**src/rtl/sdram_host_port.sv**
```systemverilog
// Host-side front end for an SDRAM controller. Queues host requests in a small FIFO
// and arbitrates between queued commands and periodic auto-refresh requests.
module sdram_host_port #(
  parameter int DEPTH        = 4,
  parameter int REF_INTERVAL = 780
) (
  input  logic        clk,
  input  logic        rst,
  input  logic        host_valid,
  output logic        host_ready,
  input  logic        host_we,
  input  logic [20:0] host_addr,
  input  logic [15:0] host_wdata,
  input  logic [1:0]  host_be,
  input  logic        init_done,
  output logic        cmd_valid,
  input  logic        cmd_ready,
  output logic        cmd_we,
  output logic [1:0]  cmd_ba,
  output logic [10:0] cmd_row,
  output logic [7:0]  cmd_col,
  output logic [15:0] cmd_wdata,
  output logic [1:0]  cmd_dqm,
  output logic        ref_req,
  input  logic        ref_ack,
  output logic        ref_overrun
);

  localparam int PW = (DEPTH > 1) ? $clog2(DEPTH) : 1;
  localparam int CW = $clog2(DEPTH + 1);
  localparam int TW = (REF_INTERVAL > 1) ? $clog2(REF_INTERVAL) : 1;

  typedef struct packed {
    logic        we;
    logic [20:0] addr;
    logic [15:0] wdata;
    logic [1:0]  be;
  } entry_t;

  typedef enum logic [1:0] {IDLE, CMD, REF} state_t;

  entry_t          mem [DEPTH];
  entry_t          head;
  state_t          state_q, state_d;
  logic [PW-1:0]   wr_ptr_q, wr_ptr_d, rd_ptr_q, rd_ptr_d;
  logic [CW-1:0]   count_q, count_d;
  logic [TW-1:0]   timer_q, timer_d;
  logic            ref_pending_q, ref_pending_d;
  logic            ref_overrun_q, ref_overrun_d;
  logic            cmd_valid_q, cmd_valid_d;
  logic            ref_req_q, ref_req_d;
  logic            push, pop, wrap, ack_eff;

  assign host_ready = (count_q < CW'(DEPTH));
  // A full FIFO stays not-ready even when a pop happens in the same cycle.
  assign push       = host_valid && host_ready;
  assign pop        = cmd_valid_q && cmd_ready;
  assign ack_eff    = ref_ack && (state_q == REF);
  assign wrap       = init_done && (timer_q == TW'(REF_INTERVAL - 1));

  always_comb begin
    wr_ptr_d      = push ? wr_ptr_q + PW'(1) : wr_ptr_q;
    rd_ptr_d      = pop  ? rd_ptr_q + PW'(1) : rd_ptr_q;
    count_d       = count_q + CW'(push) - CW'(pop);
    timer_d       = timer_q;
    if (init_done) timer_d = wrap ? '0 : timer_q + TW'(1);
    // A wrap coinciding with the ack starts a fresh pending interval.
    ref_pending_d = (ref_pending_q && !ack_eff) || wrap;
    ref_overrun_d = ref_overrun_q || (wrap && ref_pending_q);

    state_d = state_q;
    case (state_q)
      IDLE: if (init_done) begin
              if (ref_pending_q)       state_d = REF;
              else if (count_q != '0)  state_d = CMD;
            end
      CMD:  if (cmd_ready) state_d = IDLE;
      REF:  if (ref_ack)   state_d = IDLE;
      default:             state_d = IDLE;
    endcase
    cmd_valid_d = (state_d == CMD);
    ref_req_d   = (state_d == REF);
  end

  always_ff @(posedge clk or posedge rst) begin
    if (rst) begin
      state_q       <= IDLE;
      wr_ptr_q      <= '0;
      rd_ptr_q      <= '0;
      count_q       <= '0;
      timer_q       <= '0;
      ref_pending_q <= 1'b0;
      ref_overrun_q <= 1'b0;
      cmd_valid_q   <= 1'b0;
      ref_req_q     <= 1'b0;
    end else begin
      state_q       <= state_d;
      wr_ptr_q      <= wr_ptr_d;
      rd_ptr_q      <= rd_ptr_d;
      count_q       <= count_d;
      timer_q       <= timer_d;
      ref_pending_q <= ref_pending_d;
      ref_overrun_q <= ref_overrun_d;
      cmd_valid_q   <= cmd_valid_d;
      ref_req_q     <= ref_req_d;
    end
  end

  // Storage carries no reset; stale entries are unreachable once the pointers clear.
  always_ff @(posedge clk) begin
    if (push) mem[wr_ptr_q] <= '{we: host_we, addr: host_addr, wdata: host_wdata, be: host_be};
  end

  assign head        = mem[rd_ptr_q];
  assign cmd_valid   = cmd_valid_q;
  assign ref_req     = ref_req_q;
  assign ref_overrun = ref_overrun_q;
  assign cmd_we      = head.we;
  assign cmd_ba      = head.addr[20:19];
  assign cmd_row     = head.addr[18:8];
  assign cmd_col     = head.addr[7:0];
  assign cmd_wdata   = head.wdata;
  assign cmd_dqm     = ~head.be;

endmodule

```
**config.mk**
```make
export PLATFORM = sky130hd
export DESIGN_NAME = sdram_host_port
export DESIGN_NICKNAME = d
export VERILOG_FILES = /design/src/rtl/sdram_host_port.sv
export SDC_FILE = /design/constraint.sdc
export NUM_CORES = 1
export LEC_CHECK = 0
export CAP_MARGIN = 40
export CORE_ASPECT_RATIO = 1.75
export CORE_MARGIN = 5
export CORE_UTILIZATION = 55
export CTS_CLUSTER_SIZE = 14
export DETAILED_ROUTE_END_ITERATION = 7
export GPL_ROUTABILITY_DRIVEN = 1
export PLACE_DENSITY_LB_ADDON = 0.15
export SETUP_SLACK_MARGIN = 0.02
export SLEW_MARGIN = 20
export SYNTH_ARGS = -nofsm -noshare
export SYNTH_HDL_FRONTEND = slang
export SYNTH_SLANG_ARGS = --single-unit
```
**constraint.sdc**
```tcl
create_clock -name clk -period 2.5 [get_ports clk]
set_clock_uncertainty 0.15 [all_clocks]
set_input_delay 0.75 -clock clk [delete_from_list [all_inputs] [get_ports clk]]
set_output_delay 0.75 -clock clk [all_outputs]
set_load 0.1 [all_outputs]
```
======== After elaboration in Yosys (flattened, before gate mapping) ========
Memories as Yosys holds them, arrays and structs flattened.
Index checks and enable logic that the tools add are counted.
word-level totals
  memories kept ........................... 1
  word-level logic and storage cells ...... 42
  bits of input ports ..................... 46
  bits in registers ....................... 23
  ROM bits ................................ 0
  RAM bits ................................ 160
  bits in latches ......................... 0
cells by class
  divide/modulo/power cells ............... 0
  shift-type cells ........................ 0
  bitwise operators ....................... 1
  $lt $le $gt $ge ......................... 1
  multiply operators ...................... 0
  add/subtract/negate cells ............... 5
  eq/ne operators ......................... 5
  mux-type cells .......................... 9
  reduce and logical (&&, ||, !) cells .... 11
memories
  memory  words  width  rd ports  clocked after Yosys merged registers in  wr ports  RTL line  RTL
  mem     4      40     1         0                                        1         42        entry_t mem [DEPTH];
operator list
  operator               count
  $add 10x1->10 const B  1
  $eq 10x10->1 const B   1
  $mux 10                1
  $mux 2                 5
  $logic_and 1x1->1      6
  $pmux 2 s3             1
  $add 2x1->2 const B    2
  $eq 2x1->1 const B     2
  $eq 2x2->1 const B     2
  $add 3x1->3            1
  $lt 3x3->1 const B     1
  $reduce_bool 3->1      1
  $sub 3x1->3            1
  $logic_not 2->1        1
  $logic_or 1x1->1       2
  $mux 1                 2
  $not 2->2              1
  $logic_not 1->1        1

======== Longest topological paths before layout ========
  word-level depth ........................ 6
  gate-level depth with buffers ........... 9

======== Worst setup path before layout ========
Ideal clock, no wire load.
  path type ............................... input-to-reg
  start point ............................. in host_valid
  end point ............................... mem mem[0][0] (netlist bit) (enable)
  data arrival time ....................... 2,087 ps
  required time ........................... 1,949 ps
  setup time .............................. 401 ps
  stages on the path ...................... 3
  path slack .............................. -138 ps
  cell sequence ........................... nor2b_1 > clkbuf_1 > and2_1
between the ends
  longest elaborated chain between the ends .. 3
ends and longest elaborated chain
  item                          RTL line  RTL
  start, declared               9         input logic host_valid,
  $logic_and 1x1->1             56        assign push = host_valid && host_ready;
  $mux 1                        111       if (push) mem[wr_ptr_q] <= '{we: host_we, addr: host_addr, wdata: host_wdata, be: host_be};
  $mux 1 (implied by the code)  111
  end, declared                 42
No other way between the ends.

======== Final worst setup path ========
  start point ............................. reg rd_ptr_q[0]
  end point ............................... out cmd_row[7]
between the ends
  longest elaborated chain between the ends .. 1
ends and longest elaborated chain
  item                    RTL line  RTL
  start, declared         45        logic [PW-1:0] wr_ptr_q, wr_ptr_d, rd_ptr_q, rd_ptr_d;
  start signal, assigned  99        rd_ptr_q <= rd_ptr_d;
  $mem_v2 4x40            n/a
  end, declared           20        output logic [10:0] cmd_row,
No other way between the ends.

==> results.md <==
- Status: complete, but fails checks
- Failing checks: negative setup slack
- Max-cap viol count: 0
- Core Region: 12400 um2
- Total number of vias: 3360
- FMAX: 356 MHz
- Critical path class: reg2out
- Commonest non-fill, non-tap cells in the layout: edfxtp_1, buf_12, clkdlybuf4s50_1
- Port Buffers: 89
- Gpl congestion: 0.720
- Worst Path Arrival: 1.91 ns
- Hold slack: 0.331 ns
- YS warnings: 0
- Total GRT Usage: 19.3%
- CP startpoint kind: register
- Antenna viol nets, final: 0
- Initial antenna violation count: 0
- Max-slew headroom: 77.5%
- Final Hold Vio Count: 0
- Initial DRC count: 217
- TritonCTS Buffers: 17
- DRC: 0
- Die Ht: 158 um
- Post-Synthesis Cells: 315
- Worst hold path class: reg2reg
- Setup-failing EPs final: 40
- Share of layout cells above drive strength 1: 33.0%
- Number of global-route vias before repair: 3709
- RSZ-0062 raised after global routing: true
- Most common cell after layout, fill and taps aside: edfxtp_1
- CTS HTree Levels: 4
- WL/cell: 21.4 um
- I/O pin count: 90
- Place WS: -0.393 ns
- DP HPWL: 8590 um
- GRT overflow: 0
- Die area: 14900 um2
- CTS Sinks: 183
- TritonCTS clock tree: built
- Global-route wire length before repair: 20700 um
- Vias per cell: 5.48
- Die width: 94.6 um
- Req. time, crit path: 1.60 ns
- Placed instance count: 579
- ANT cells: 0
- Syn avg cell area: 21.8 um2
- WL final: 13100 um
- Clock insertion delay at the later pin of the skew report: 0.42 ns
- Pin count of the biggest net entering global routing: 35
- Min cycle time layout: 2.81 ns
- Placed cell area: 8630 um2
- Num rows: 54
- Final WS setup: -0.306 ns
- Post-CTS Hold Buffers: 0
- Initial core utilization: 55.6%
- Root Driver: clkbuf_16
- Seq cells post-synth: 183
- Critical Path Sink Type: output pin
- Sequential area share after synthesis: 78.2%
- Cell variety after synth: 32
- Max Slew Vio Count: 0
- Fin crit share: 112%
- Final Instance Area: 9240 um2
- Least-Margin Pin Slew: 0.337 ns
- # nets final: 486
- First-pass iteration count of the detailed router: 4
- Syn_nets: 369
- Mapped Area: 6880 um2
- Non-Filler Instances: 613
- CTS clock-pin slew for the worst setup and hold paths: 0.07 ns
- Crit Path Max Fanout: 18
- Clk buf depth: 2
- Area Growth Syn to Fin: 34.2%
worst paths after layout:
path                       slack [ns]               startpoint  depth (start not counted)                       to
setup / recovery                -0.31  rd_ptr_q[0]$_DFFE_PP0P_                          3               cmd_row[7]
hold / removal                   0.33    ref_overrun$_DFF_PP0_                          1    ref_overrun$_DFF_PP0_
setup reg to reg                 0.53     count_q[2]$_DFF_PP0_                          8     count_q[2]$_DFF_PP0_
hold reg to reg                  0.33    ref_overrun$_DFF_PP0_                          1    ref_overrun$_DFF_PP0_
max in group asynchronous        1.37                      rst                          3  rd_ptr_q[1]$_DFFE_PP0P_
min in group asynchronous        0.57                      rst                          3   timer_q[3]$_DFFE_PP0P_
per-stage QoR:
step | TNS [ns] | util, %
4_1_cts | -10.71 | 74.8
2_1_floorplan | 0 | -
5_1_grt | -12.33 | 74.7
3_5_place_dp | -0.556 | 69.8
6_report | -9.50 | 74.7
3_3_place_gp | -0.406 | 69.8
sequential cells by signal (all words and copies together) (netlist names):
name	flops
ref_overrun	1
cmd_valid	1
ref_pending_q	1
wr_ptr_q	2
count_q	3
ref_req	1
rd_ptr_q	2
mem	160
state_q	2
timer_q	10
cells in the mapped netlist:
library cell | instances | area, um2
a21o_1 | 1 | 7.51
a21oi_1 | 4 | 20.0
and2_1 | 5 | 31.3
buf_1 | 3 | 11.3
buf_2 | 7 | 35.0
clkbuf_1 | 2 | 7.51
dfrtp_1 | 23 | 576
edfxtp_1 | 160 | 4800
fa_1 | 1 | 20.0
ha_1 | 7 | 87.6
inv_1 | 11 | 41.3
mux2_2 | 1 | 11.3
mux4_2 | 40 | 901
nand2_1 | 7 | 26.3
nand2b_1 | 4 | 25.0
nand3_1 | 3 | 15.0
nand4_1 | 3 | 18.8
nand4_2 | 1 | 12.5
nand4bb_1 | 1 | 11.3
nor2_1 | 7 | 26.3
nor2b_1 | 1 | 6.26
nor3_1 | 1 | 5.00
nor3_4 | 1 | 16.3
o21ai_0 | 3 | 15.0
o21ai_1 | 1 | 5.00
o22ai_1 | 1 | 6.26
o31ai_1 | 1 | 7.51
or3_1 | 1 | 6.26
or4_1 | 1 | 7.51
or4b_1 | 2 | 20.0
xnor2_1 | 5 | 43.8
xor2_1 | 6 | 52.6
worst max-delay path: stages, from the launching register on:
cell	delay, ns
dfrtp_4	0.48
buf_12	0.20
mux4_2	0.58
buf_12	0.20
layer usage:
layer	vias to the layer above	global-route usage [%]	share of wire, %
li1	1503	-	-
met1	1752	23.2	37
met2	91	34.7	57
met3	14	4.04	4.5
met4	0	6.26	1.4
met5	-	0	0
area by class of cell:
| cell class | instances | area [um2] |
|---|---|---|
| clock inverter | 8 | 81.3 |
| multi-input combinational | 109 | 1420 |
| timing repair buffer | 110 | 1590 |
| fill | 696 | 3130 |
| tap | 168 | 210 |
| clock buffer | 24 | 504 |
| inverter | 11 | 45.0 |
| sequential | 183 | 5390 |
cell families (layout without fill, tap and decap cells):
logic type	after synthesis	in the layout	synth area share (%)
AND/OR/NAND/NOR	38	38	3.31
buffers and inverters	23	153	1.38
flip-flops	183	183	78.2
AO/OA/AOI/OAI	11	11	0.891
XOR/XNOR	11	11	1.40
multiplexers	41	41	13.3
adder cells (fa/ha/maj)	8	8	1.56
timing repair:
action | CTS | global route
gates cloned | 1 | 0
endpoints found under the hold margin | 0 | 0
pin swaps | 0 | 1
endpoints found under the setup margin | 40 | 41
buffers inserted | 2 | 0
resized for setup | 2 | 3
Power is left out: the tool's default activity adds up to more than one toggle a clock period on the data nets, which glitch-free logic cannot reach.
